**src/rtl/msk_pkg.sv**
```systemverilog
// Shared MSK definitions: unmask FSM states, share layout, counter sizing.
// Used by the serial unmask block and the share encoders.
`ifndef DEFAULTSHARES
`define DEFAULTSHARES 2
`endif

package msk_pkg;

   localparam int DEFAULT_SHARES = `DEFAULTSHARES;

   typedef enum logic [1:0] {
      IDLE,
      FOLD,
      DONE
   } msk_unmask_state_t;

   function automatic int share_bit_idx(input int b, input int s, input int d);
      return b * d + s;
   endfunction

   // share counter width, never below one bit
   function automatic int idx_width(input int d);
      return (d > 1) ? $clog2(d) : 1;
   endfunction

endpackage

```
**src/rtl/msk_share_sel.sv**
```systemverilog
// Combinational pick of one share (all count bits) out of a packed sharing.
// Out-of-range indices return zero.
module msk_share_sel
   import msk_pkg::*;
#(
   parameter int d     = 2,
   parameter int count = 1,
   parameter int iw    = 1
) (
   input  logic [count*d-1:0] sh,
   input  logic [iw-1:0]      idx,
   output logic [count-1:0]   sel
);

   always_comb begin
      sel = '0;
      for (int b = 0; b < count; b++) begin
         for (int s = 0; s < d; s++) begin
            if (idx == iw'(s))
               sel[b] = sh[share_bit_idx(b, s, d)];
         end
      end
   end

endmodule

```
**src/rtl/msk_unmask_serial.sv**
```systemverilog
// Serial recombination of a d-share Boolean sharing, one share per cycle.
// Each consumed share is wiped from the holding register as it is folded.
module msk_unmask_serial
   import msk_pkg::*;
#(
   parameter int d     = DEFAULT_SHARES,
   parameter int count = 1
) (
   input  logic               clk,
   input  logic               rst_n,
   input  logic               in_valid,
   output logic               in_ready,
   input  logic [count*d-1:0] in_sh,
   output logic               out_valid,
   input  logic               out_ready,
   output logic [count-1:0]   out_clear,
   output logic               busy
);

   localparam int IW = idx_width(d);

   msk_unmask_state_t state_q, state_d;

   logic [count*d-1:0] sh_reg;
   logic [count-1:0]   acc;
   logic [count-1:0]   sel;
   logic [IW-1:0]      idx;
   logic               alive;
   logic               last;

   assign last = (idx == IW'(d - 1));

   msk_share_sel #(
      .d    (d),
      .count(count),
      .iw   (IW)
   ) u_sel (
      .sh (sh_reg),
      .idx(idx),
      .sel(sel)
   );

   always_comb begin
      state_d   = state_q;
      in_ready  = 1'b0;
      out_valid = 1'b0;
      unique case (state_q)
         IDLE: begin
            in_ready = alive;
            if (in_valid && alive)
               state_d = FOLD;
         end
         FOLD: begin
            if (last)
               state_d = DONE;
         end
         DONE: begin
            out_valid = 1'b1;
            if (out_ready)
               state_d = IDLE;
         end
         default: state_d = IDLE;
      endcase
   end

   // partial sums never leave the block
   assign out_clear = out_valid ? acc : '0;
   assign busy      = (state_q != IDLE);

   always_ff @(posedge clk or negedge rst_n) begin
      if (!rst_n) begin
         state_q <= IDLE;
         sh_reg  <= '0;
         acc     <= '0;
         idx     <= '0;
         alive   <= 1'b0;
      end else begin
         alive   <= 1'b1;
         state_q <= state_d;
         unique case (state_q)
            IDLE: begin
               if (in_valid && alive) begin
                  sh_reg <= in_sh;
                  acc    <= '0;
                  idx    <= '0;
               end
            end
            FOLD: begin
               acc <= acc ^ sel;
               idx <= last ? '0 : idx + 1'b1;
               for (int b = 0; b < count; b++) begin
                  for (int s = 0; s < d; s++) begin
                     if (idx == IW'(s))
                        sh_reg[share_bit_idx(b, s, d)] <= 1'b0;
                  end
               end
            end
            DONE: begin
               if (out_ready)
                  acc <= '0;
            end
            default: ;
         endcase
      end
   end

endmodule
```
**config.mk**
```make
export PLATFORM = sky130hd
export DESIGN_NAME = msk_unmask_serial
export DESIGN_NICKNAME = d
export VERILOG_FILES = /design/src/rtl/msk_pkg.sv /design/src/rtl/msk_share_sel.sv /design/src/rtl/msk_unmask_serial.sv
export SDC_FILE = /design/constraint.sdc
export NUM_CORES = 1
export LEC_CHECK = 0
export CAP_MARGIN = 0
export CORE_AREA = 10 10 47 49
export CTS_BUF_LIST = sky130_fd_sc_hd__clkbuf_16
export CTS_CLUSTER_SIZE = 28
export DETAILED_ROUTE_END_ITERATION = 8
export DIE_AREA = 0 0 57 59
export SYNTH_ARGS = -nofsm -noshare
export SYNTH_HDL_FRONTEND = slang
export SYNTH_HIERARCHICAL = 1
export SYNTH_SLANG_ARGS = --single-unit
```
**constraint.sdc**
```tcl
create_clock -name clk -period 2.3 [get_ports clk]
set_input_delay 0.575 -clock clk [delete_from_list [all_inputs] [get_ports clk]]
set_output_delay 0.575 -clock clk [all_outputs]
set_load 0.1 [all_outputs]
```
; Yosys cells after proc, flatten, opt, wreduce, memory -nomap -nowiden
; Index checks and enable logic that the tools add are counted.
; W data, S select, Z words.
[classes]
n_reduce_logical = 10
mux = 17
add_sub_neg = 1
n_eq_ne = 6
bitwise_logic = 1
[op_table]
columns = operator, n
row1 = $reduce_and A3 Y1, 4
row2 = $mux W1, 9
row3 = $mux W2, 4
row4 = $ne A2 B2 Y1 const B, 4
row5 = $pmux W2 S3, 1
row6 = $pmux W2 S2, 1
row7 = $reduce_bool A2 Y1, 2
row8 = $pmux W1 S3, 1
row9 = $reduce_bool A3 Y1, 1
row10 = $eq A2 B1 Y1 const B, 1
row11 = $eq A2 B2 Y1 const B, 1
row12 = $logic_not A2 Y1, 1
row13 = $pmux W1 S2, 1
row14 = $reduce_and A2 Y1, 1
row15 = $add A1 B1 Y1 const B, 1
row16 = $logic_and A1 B1 Y1, 1
row17 = $xor A1 B1 Y1, 1
[word_totals]
output_inout_bits = 4
inputBits = 6
regBits = 7
elab_cells = 41

; Longest topological paths before layout
[logic_depth]
ltp_word = 3
ltp_mapped = 4

; Modules after synthesis
; The synthesis kept the hierarchy.
[modules_own_cells]
columns = module, seq_area_each_um2, instances, cells_per_inst, area_each_um2
row1 = msk_unmask_serial, 175.2, 1, 40, 411.6
row2 = msk_share_sel, 0.0, 1, 1, 15.0

; Least setup slack after synthesis
; OpenSTA, ideal clock, no wires.
[synth_path]
path_kind = register to output
from = register state_q[0]
to = output out_clear
stages_incl_launch_ff = 4
arrival_time_ns = 2.778
setup_slack_ns = -1.053
path_cell_list = dfrtp_1 > buf_6 > nor2b_1 > and2_1
[synth_via]
elab_chain_len = 3
[synth_rtl]
columns = element, line_no
row1 = "start, declared", msk_unmask_serial.sv:22  ; msk_unmask_state_t state_q, state_d;
row2 = "start signal, assigned", msk_unmask_serial.sv:79  ; state_q <= state_d;
row3 = $eq A2 B2 Y1, msk_unmask_serial.sv:47  ; unique case (state_q)
row4 = $mux W1, msk_unmask_serial.sv:47
row5 = named net out_valid, msk_unmask_serial.sv:14  ; output logic out_valid,
row6 = $mux W1, msk_unmask_serial.sv:67  ; assign out_clear = out_valid ? acc : '0;
row7 = "end, declared", msk_unmask_serial.sv:16  ; output logic [count-1:0] out_clear,
; The timed path passes the listed nets, and every way through them passes these cells.

; Final worst setup path
[layout_path]
from = register state_q[1]
to = output out_clear
[layout_via]
elab_chain_len = 3
[layout_rtl]
columns = element, line_no
row1 = $eq A2 B2 Y1, msk_unmask_serial.sv:47
row2 = $mux W1, msk_unmask_serial.sv:47
row3 = $mux W1, msk_unmask_serial.sv:67
; No other way between the ends.

==> impl_metrics.py <==
metrics = {
    "cts": {
        "clockBufferDepth": 2,
        "path_clk_slew_ps": 40,
        "root_buffer": "clkbuf_16",
        "clock_sinks": 7,
        "cts_tree": "yes",
        "clkLatencyLatePin_ps": 230,
        "htree_levels": 1,
        "numCtsBuffers": 3,
        "cts_resized": 0,
        "cts_post_setup_buffers_inserted": 0,
        "ctsHoldBuffers": 0,
    },
    "yosys": {
        "synth_edf_count": 0,
        "yosysMostFrequentCell": "dfrtp_1",
        "synthTopCellsByArea": "dfrtp_1, nand2b_4, buf_6",
        "synth_ff_type": "dfrtp_1",
        "async_flop_share_pct": 100,
        "ys_ff_latch": 7,
        "synth_cell_types": 24,
        "syn_avg_cell_area_um2": 10.4,
        "synth_fp_nets": 47,
        "synth_top_area_share_pct": 41.1,
        "mappedNetlistArea_um2": 427,
        "yosysSeqAreaShare_pct": 41.1,
        "yosysWarnings": 6,
        "syn_inst": 41,
        "yosys-top-cells-count": "dfrtp_1, inv_1, o21ai_0",
        "yosys.area.top_type": "dfrtp_1",
    },
    "floorplan": {
        "die_w_um": 57,
        "initial_core_util_pct": 30.4,
        "dieArea_um2": 3360,
        "die_h_um": 59,
        "io_pins": 10,
        "fp-row-count": 14,
        "coreArea_um2": 1400,
    },
    "sta": {
        "finalCritPeriodShare_pct": 85.3,
        "worstMarginPinSlew_ps": 520,
        "hold_viol": 0,
        "fin_crit_ps": 1960,
        "tns_ps": 0,
        "rsz0062_at_grt": "no",
        "finalClockSkew_ps": 0.571,
        "slew_headroom_pct": 65.3,
        "layout_setup_ws_ps": 339,
        "slew_viol_final": 0,
        "fmax_mhz": 510,
        "finalSetupViolations": 0,
        "hold_ws_ps": 527,
    },
    "power": {
        "power.leakage_nw": 0.278,
        "powerDensity_nw_per_um2": 1750,
        "power_mw": 1.12,
        "ir_drop_mv": 0.758,
    },
    "grt": {
        "grt_pass1_vias": 385,
        "track_usage_pct": 6.11,
        "grt_remaining_overflow": 0,
        "grt_pass1_wl_um": 1570,
        "grt_max_degree": 11,
        "antenna_found_initial": 0,
    },
    "worst_setup_path": {
        "crit_fanout": 10,
        "cpPeakStageDelay_ps": 550,
        "slowest_stage": "dfrtp_1",
        "startpoint_type": "flip-flop",
        "crit_required_ps": 1730,
        "worstSetupPathType": "flip-flop to primary output",
        "worst_ep_arrival_time_ps": 1390,
        "end_kind": "primary output",
        "cp_cell_sequence": "nor2b_4 > and2_2 > buf_12",
    },
    "placed_design": {
        "place_area_um2": 563,
        "port_buffers": 9,
        "placed_cells": 64,
        "place_congestion": 0.785,
        "place_hpwl_um": 671,
        "pre_cts_ws_ps": 577,
    },
    "run_status": {
        "status": "finished clean",
    },
    "cells_and_area": {
        "final_cell_area_um2": 643,
        "nets": 59,
        "area_growth_pct": 50.7,
        "fin_util_pct": 45.9,
        "fin_cells": 68,
        "antenna_cells": 0,
        "drive_above_1_share_pct": 34.6,
    },
    "route": {
        "route.detailed.wl_per_inst_um": 12.8,
        "drt-total-wl_um": 872,
        "dr.first_iter.drc_count": 3,
        "vias_per_cell": 4.93,
        "drt_drc_violations_left": 0,
        "num_vias": 335,
        "drt_pass1_iterations": 4,
        "ant_nets": 0,
    },
    "flow_run": {
        "drv_cap": 0,
    },
    "hold_path": {
        "worst_hold_path_type": "flip-flop to flip-flop",
    },
}
-- worst paths after layout --
| path | depth (start not counted) | from | to | slack, ps |
|---|---|---|---|---|
| max | 3 | state_q[1] | out_clear | 340 |
| min | 2 | acc | acc | 530 |
| max reg2reg | 3 | state_q[0] | acc | 1070 |
| min reg2reg | 2 | acc | acc | 530 |
| max in group asynchronous | 1 | rst_n | idx | 1430 |
| min in group asynchronous | 1 | rst_n | sh_reg[0] | 620 |
-- metal layers --
layer,up-vias,share of wire (%),track usage [%]
li1,163,-,-
met1,159,42,5.28
met2,9,48,9.92
met3,4,6.9,3.22
met4,0,3.2,6.04
met5,-,0,0
-- power breakdown --
part | switching [mW] | total, mW | internal [mW] | leakage, nW
clock network | 0.0727 | 0.301 | 0.229 | 0.0409
logic | 0.317 | 0.566 | 0.249 | 0.148
registers | 0.0901 | 0.257 | 0.167 | 0.0894
-- critical path: cells and delay by family (launching register included) --
family	cells	cell delay (ps)
simple gates	2	430
flops	1	550
buf+inv	1	170
-- cell type report --
cell class / count / area [um^2]
Timing Repair Buffer: 9 / 130
Tap cell: 16 / 20.0
Multi-Input combinational cell: 27 / 219
Inverter: 5 / 18.8
Fill cell: 148 / 758
Clock inverter: 1 / 5.00
Sequential cell: 7 / 175
Clock buffer: 3 / 75.1
-- kinds of logic after synthesis --
family | share of synthesized area [%]
AO/OA/AOI/OAI | 23.2
buffers and inverters | 9.68
flip-flops | 41.1
multiplexers | 3.52
other | 0.879
AND/OR/NAND/NOR | 21.7
-- cell usage in the layout (no fill, tap or decap) --
cell type	instances
a31oi_1	1
a22oi_1	1
nor2_1	1
conb_1	1
nand2_1	2
and3b_1	1
nand2b_4	2
o21ai_0	3
and2b_1	1
mux2_4	1
nor2_4	1
a21oi_1	2
buf_12	4
clkinv_2	1
a221oi_2	1
a22oi_2	1
clkdlybuf4s50_1	5
and2_2	2
nor2b_4	1
o22ai_1	1
o21ai_1	1
clkbuf_16	3
o2bb2ai_1	1
inv_1	5
o22ai_2	1
nor2b_1	1
dfrtp_1	7
Note: power is estimated with default switching activity, not from simulation.
